<file path="config.mk">
export PLATFORM = sky130hd
export DESIGN_NAME = reg_file
export DESIGN_NICKNAME = d
export VERILOG_FILES = /design/src/rtl/mips_pkg.sv /design/src/rtl/reg_file.sv
export SDC_FILE = /design/constraint.sdc
export NUM_CORES = 2
export LEC_CHECK = 0
export ABC_AREA = 0
export BUFFER_PORTS_ARGS = -buffer_cell sky130_fd_sc_hd__buf_2
export CORE_MARGIN = 5
export CORE_UTILIZATION = 64
export DETAILED_ROUTE_END_ITERATION = 10
export GPL_ROUTABILITY_DRIVEN = 0
export PLACE_DENSITY_LB_ADDON = 0.3
export SYNTH_ARGS = -nofsm -noshare
export SYNTH_HDL_FRONTEND = slang
export SYNTH_SLANG_ARGS = --single-unit
</file>
<file path="constraint.sdc">
create_clock -name clk -period 2.1 [get_ports clk]
set_clock_uncertainty 0.2 [all_clocks]
set_input_delay 0.105 -clock clk [delete_from_list [all_inputs] [get_ports clk]]
set_output_delay 0.105 -clock clk [all_outputs]
set_load 0.02 [all_outputs]
</file>
<file path="src/rtl/mips_pkg.sv">
// Shared MIPS definitions: register-file geometry, named register indices and the basic
// word/index types used by the core and the register file.
package mips_pkg;

   localparam int REG_W      = 32;
   localparam int REG_ADDR_W = 5;

   typedef logic [REG_ADDR_W-1:0] reg_idx_t;
   typedef logic [REG_W-1:0]      word_t;

   localparam reg_idx_t REG_ZERO = 5'd0;
   localparam reg_idx_t REG_SP   = 5'd29;
   localparam reg_idx_t REG_RA   = 5'd31;

endpackage

</file>
<file path="src/rtl/reg_file.sv">
// MIPS general-purpose register file: 2 combinational read ports, 1 synchronous write port, r0 = 0.
// Optional write-through forwarding to the read ports when REGFILE_BYPASS_EN is defined.
module reg_file
   import mips_pkg::*;
#(
   parameter int DATA_W = REG_W,
   parameter int ADDR_W = REG_ADDR_W
) (
   input  logic              clk,
   input  logic              reset,
   input  logic [ADDR_W-1:0] wr_num,
   input  logic [DATA_W-1:0] wr_data,
   input  logic              wr_en,
   input  logic [ADDR_W-1:0] rd0_num,
   output logic [DATA_W-1:0] rd0_data,
   input  logic [ADDR_W-1:0] rd1_num,
   output logic [DATA_W-1:0] rd1_data
);

   localparam int DEPTH = 2 ** ADDR_W;
   localparam logic [ADDR_W-1:0] ZERO_IDX = ADDR_W'(REG_ZERO);

   // r0 has no storage; the array starts at index 1.
   logic [DATA_W-1:0] regs_reg [1:DEPTH-1];

   always_ff @(posedge clk or negedge reset) begin
      if (!reset) begin
         for (int i = 1; i < DEPTH; i++) begin
            regs_reg[i] <= '0;
         end
      end else if (wr_en && (wr_num != ZERO_IDX)) begin
         regs_reg[wr_num] <= wr_data;
      end
   end

   function automatic logic [DATA_W-1:0] read_port(input logic [ADDR_W-1:0] num);
      if (num == ZERO_IDX) begin
         return '0;
      end
      return regs_reg[num];
   endfunction

`ifdef REGFILE_BYPASS_EN
   // Forward the pending write; suppressed while reset is asserted so outputs stay 0.
   logic bypass_ok;
   assign bypass_ok = reset && wr_en && (wr_num != ZERO_IDX);
`endif

   always_comb begin
      rd0_data = read_port(rd0_num);
`ifdef REGFILE_BYPASS_EN
      if (bypass_ok && (wr_num == rd0_num)) begin
         rd0_data = wr_data;
      end
`endif
   end

   always_comb begin
      rd1_data = read_port(rd1_num);
`ifdef REGFILE_BYPASS_EN
      if (bypass_ok && (wr_num == rd1_num)) begin
         rd1_data = wr_data;
      end
`endif
   end

endmodule

</file>
=== Word level (Yosys, flattened, before mapping) ===
Cells that the tools add are included.
W data, S select, Z words.

* Word-level logic and storage cells: 58
* Input port bits: 50
* Flip-flop bits (word level): 992
* Output and inout bits: 64

* Bitwise logic cells: 3
* Reduce and logical (&&, ||, !) cells: 5
* $lt $le $gt $ge: 4
* Multiplexer cells: 15

{| class="wikitable"
|+ Operator list
! cell !! count
|-
| $bwmux W992 || 1
|-
| $bmux W32 S5 || 2
|-
| $mux W32 || 9
|-
| $demux W32 S5 || 1
|-
| $ge A6 B6 Y1 const B || 3
|-
| $not A5 Y6 || 3
|-
| $logic_not A5 Y1 || 2
|-
| $lt A6 B1 Y1 const B || 1
|-
| $reduce_bool A5 Y1 || 1
|-
| $logic_and A1 B1 Y1 || 2
|-
| $mux W1 || 2
|}

=== Longest topological paths before layout ===
* Word-level depth: 6
* Gate-level depth with buffers: 9
* Mapped depth without buffers: 4

=== Least setup slack after synthesis ===
OpenSTA, ideal clock, no wires.

* Kind: in2out
* Start point: input rd1_num[1]
* End point: output rd1_data[28]
* Setup slack: -46 ps
* Arrival: 1841 ps
* Data required time: 1795 ps
* Buffers on the path: 3
* Stages: 7
* Cells stage by stage: buf_2 or2_2 buf_2 clkbuf_1 o22ai_1 nor3_1 nor4_1

* Cells in the longest elaborated chain, start to end: 5
* Elaborated cells on any way between the ends: 7
* Classes of those cells: 5 x mux; 1 x bitwise; 1 x reduce/logical

{| class="wikitable"
|+ RTL lines
! item !! line !! text
|-
| start, declared || reg_file.sv:16 || <nowiki>input logic [ADDR_W-1:0] rd1_num,</nowiki>
|-
| $not A5 Y6 (not written as such) || reg_file.sv:40 || <nowiki>return regs_reg[num];</nowiki>
|-
| $bmux W32 S5 || reg_file.sv:40 ||
|-
| $mux W32 (not written as such) (2 in a row) || reg_file.sv:40 ||
|-
| $mux W32 (*) || reg_file.sv:40 ||
|-
| end, declared || reg_file.sv:17 || <nowiki>output logic [DATA_W-1:0] rd1_data</nowiki>
|}

Mark *: on every way between the ends. The rest lies on a longest branch, timed or not. The select of a mux whose other input is x is not followed.

=== Worst setup path in the final report ===
* Start point: register regs_reg[574] (netlist name)
* End point: output rd0_data[30]

* Cells in the longest elaborated chain, start to end: 4

{| class="wikitable"
|+ RTL lines
! item !! line !! text
|-
| start, declared || reg_file.sv:24 || <nowiki>logic [DATA_W-1:0] regs_reg [1:DEPTH-1];</nowiki>
|-
| start signal, assigned by index || reg_file.sv:32 || <nowiki>regs_reg[wr_num] <= wr_data;</nowiki>
|-
| $bmux W32 S5 || reg_file.sv:40 ||
|-
| $mux W32 (not written as such) (2 in a row) || reg_file.sv:40 ||
|-
| $mux W32 || reg_file.sv:40 ||
|-
| end, declared || reg_file.sv:15 || <nowiki>output logic [DATA_W-1:0] rd0_data,</nowiki>
|}

No other way between the ends. The select of a mux whose other input is x is not followed.

==> key figures <==
GRT
  – Pin count of the biggest net entering global routing: 84
  – Met2 Use GR: 62.0%
  – Global route hottest layer: met2
  – GRT overflow: 0
  – M1 GR Usage: 50.4%
  – Antenna violations before repair: 6
  – Vias in the first global route: 42800
  – GRT Util Overall: 40.5%
  – Met3 usage: 10.7%
  – First-pass GRT wire length: 273 mm

Layout
  – Fin nets: 4417
  – Share of cells above drive strength 1: 48.3%
  – Layout area overhead: 21.2%
  – Max FFs per register: 992
  – Fill cells: 4713

Synth
  – Seq/Total Area, Yosys: 46.5%
  – Post-synthesis mux area share: 39.7%
  – Post-synthesis net count: 4132
  – Synth cell types: 35
  – Synth Area in XOR/XNOR: 0%
  – Syn Inst Count: 4082
  – Yosys warns: 0
  – Top post-synthesis cells by area: dfrtp_1, mux2_2, mux2i_1
  – Synth area leader: dfrtp_1
  – Area share of fa/ha/maj cells after synthesis: 0%
  – Post-synth top area share: 46.5%
  – Mapped cell area: 0.0534 mm2
  – FF+latch count, synth: 992
  – Post-synthesis compound-gate area fraction: 6.62%
  – Syn_area_per_cell: 13.1 um2
  – Simple-gate share of the synthesized area: 3.36%
  – Main combinational cell family by area after synthesis: multiplexers

Timing
  – Setup TNS: -27.40 ns
  – Final Setup Violations: 64
  – Hold Vio Cnt, Final: 0
  – RSZ-0062 raised after global routing: yes
  – Max-slew violation count: 0
  – Final min period: 2.73 ns
  – Min Hold Slack: 0.0583 ns
  – Worst-Margin Slew: 0.669 ns
  – Fmax: 367 MHz
  – Post-route setup slack: -0.625 ns
  – Slew Limit Headroom: 55.0%
  – Final worst path period share: 130%

Critical path
  – Critical Path RT: 1.79 ns
  – Critical Path AT: 2.42 ns
  – Crit Path Class: flip-flop to primary output
  – CP max-delay cell: mux4_2
  – Critical Path Source Type: flip-flop
  – Most frequent CP cell: buf_4
  – Critical path endpoint category: primary output
  – Critical Path Max Stage Delay: 0.51 ns
  – CP cell instances: mux4_2 -> nor2b_4 -> a211oi_2 -> buf_4 -> nor4_2 -> buf_4
  – Crit path max fanout: 2

Placed design
  – I/O Buffers: 113
  – Post-DP HPWL: 111 mm
  – Setup WS pre-CTS: -0.622 ns

Status
  – Failing checks: setup timing
  – Status: finished with violations

Detailed routing
  – Residual DRC: 0
  – First-pass DRT Iterations: 6
  – WL/cell: 33.4 um
  – Final ANT Viol Nets: 0
  – Wirelength, routed: 185 mm
  – Vias: 40700
  – Via/cell ratio: 7.36
  – Initial DRC count: 4928

Power
  – Comb pwr share: 23.5%
  – Sw Pwr: 0.0176 W
  – Sequential share of power: 44.2%
  – Total power divided by cell area: 910 mW/mm2
  – Worst IR drop on VDD: 0.917 mV
  – Sw Share: 29.8%
  – Internal power: 0.0414 W
  – P_leak: 29.3 nW
  – Clock power frac: 32.4%

Clocking
  – Number of CTS-inserted buffers: 104
  – Worst-skew pair later-pin latency: 0.68 ns
  – CTS root buf: clkbuf_16
  – H-tree levels: 3
  – Worst-path clk slew: 0.06 ns
  – CTS tree: yes
  – Clock sink total: 992
  – Clock buffer depth: 3

Flow run
  – Max cap viols: 0

Floorplan
  – Die width: 299 um
  – Die area: 0.0894 mm2
  – Die Y: 299 um
  – Initial Util: 64.2%
  – Io pins: 114
  – Core region area: 0.0833 mm2
  – Row count: 106

Min path
  – Worst Hold Class: primary input to asynchronous set/reset pin
[layout make-up]
class                   count  area [um2]  area share, %
diodes                      3        7.51         0.0116
clock inverters            43         522          0.806
flip-flops and latches    992       24800           38.3
multi-input cells        2656       28400           43.9
well taps                1080        1350           2.09
clock buffers             148        2990           4.61
repair buffers            613        6640           10.3
[worst max-delay path: cells and delay by family (launching register included)]
family / cells / cell delay [ns]
muxes: 1 / 0.51
DFF: 1 / 0.40
and+or+nand+nor: 2 / 0.21
buffers and inverters: 2 / 0.36
AOI/OAI and AO/OA: 1 / 0.24
[power groups by stage]
stage / logic, W / clock network, W / registers [W]
after floorplan: 0.00875 / 0 / 0.0250
after global placement: 0.0119 / 0 / 0.0256
after detailed placement: 0.0123 / 0 / 0.0260
after CTS: 0.0134 / 0.0191 / 0.0257
after global routing: 0.0146 / 0.0200 / 0.0263
final: 0.0138 / 0.0191 / 0.0260
[cells by family (layout without fill, tap and decap cells)]
logic type | after synthesis | in the layout
AOI/OAI and AO/OA | 512 | 512
DFF | 992 | 992
muxes | 1819 | 1819
buffers and inverters | 434 | 804
other | 0 | 3
and+or+nand+nor | 325 | 325
[Yosys cell counts]
cell type	number
nor3_1	131
buf_4	22
dfrtp_1	992
nand2b_1	12
mux2_1	56
mux4_2	133
nor3b_2	1
a211oi_1	64
nand2_2	2
nand3_1	4
clkbuf_1	199
buf_12	1
nand4b_1	1
or2_1	1
and2_1	3
buf_2	171
o22ai_1	256
a22oi_1	64
a21oi_1	59
and2b_1	1
a221o_1	64
and3_1	3
nand2_1	17
nand4_1	1
or2_2	4
buf_8	1
buf_1	22
mux2i_1	630
buf_6	18
or3_1	1
nor2b_1	70
nor4_1	59
mux2_2	1000
o211ai_1	5
nor2_1	14
[timing repair]
action                                 4_1_cts  5_1_grt
pin swaps                                  117       35
endpoints found under the hold margin     1984        0
gates resized for setup                    282       51
setup buffers                               39        7
hold buffers                                36        0
setup endpoints to repair                   64       64
[worst paths after layout]
check,start,end,slack [ns],depth (start not counted)
hold / removal,reset,regs_reg[120]$_DFFE_PN0P_,0.06,3
min in group clk,wr_num[1],regs_reg[982]$_DFFE_PN0P_,0.07,5
setup / recovery,regs_reg[574]$_DFFE_PN0P_,rd0_data[30],-0.63,6
hold reg to reg,regs_reg[294]$_DFFE_PN0P_,regs_reg[294]$_DFFE_PN0P_,0.31,1
max in group asynchronous,reset,regs_reg[784]$_DFFE_PN0P_,1.11,5
setup reg to reg,regs_reg[571]$_DFFE_PN0P_,regs_reg[571]$_DFFE_PN0P_,0.84,3
[through the flow]
stage | util, % | cells | area [um2] | power, W
floorplan | - | 4082 | 53800 | 0.0338
global placement | 71.2 | 5294 | 59300 | 0.0375
detailed placement | 71.2 | 5294 | 59300 | 0.0383
CTS | 77.4 | 5528 | 64500 | 0.0582
global route | 77.8 | 5532 | 64800 | 0.0609
finish | 77.8 | 5535 | 64800 | 0.0590
[metal layers]
layer	up-vias	wire (um)
li1	16100	-
met1	20800	66000
met2	2868	83500
met3	950	19800
met4	2	15600
met5	-	11
[placed cells by master (no fill, tap or decap), types with 43 or more instances in the layout]
cell type	count
mux2i_1	629
clkbuf_16	105
a22oi_1	55
o22ai_1	253
buf_2	43
buf_12	157
mux2_1	56
nor3_1	121
mux2_2	992
buf_4	357
mux4_2	133
dfrtp_1	992
a221o_1	64
(Power assumes the default switching activity.)
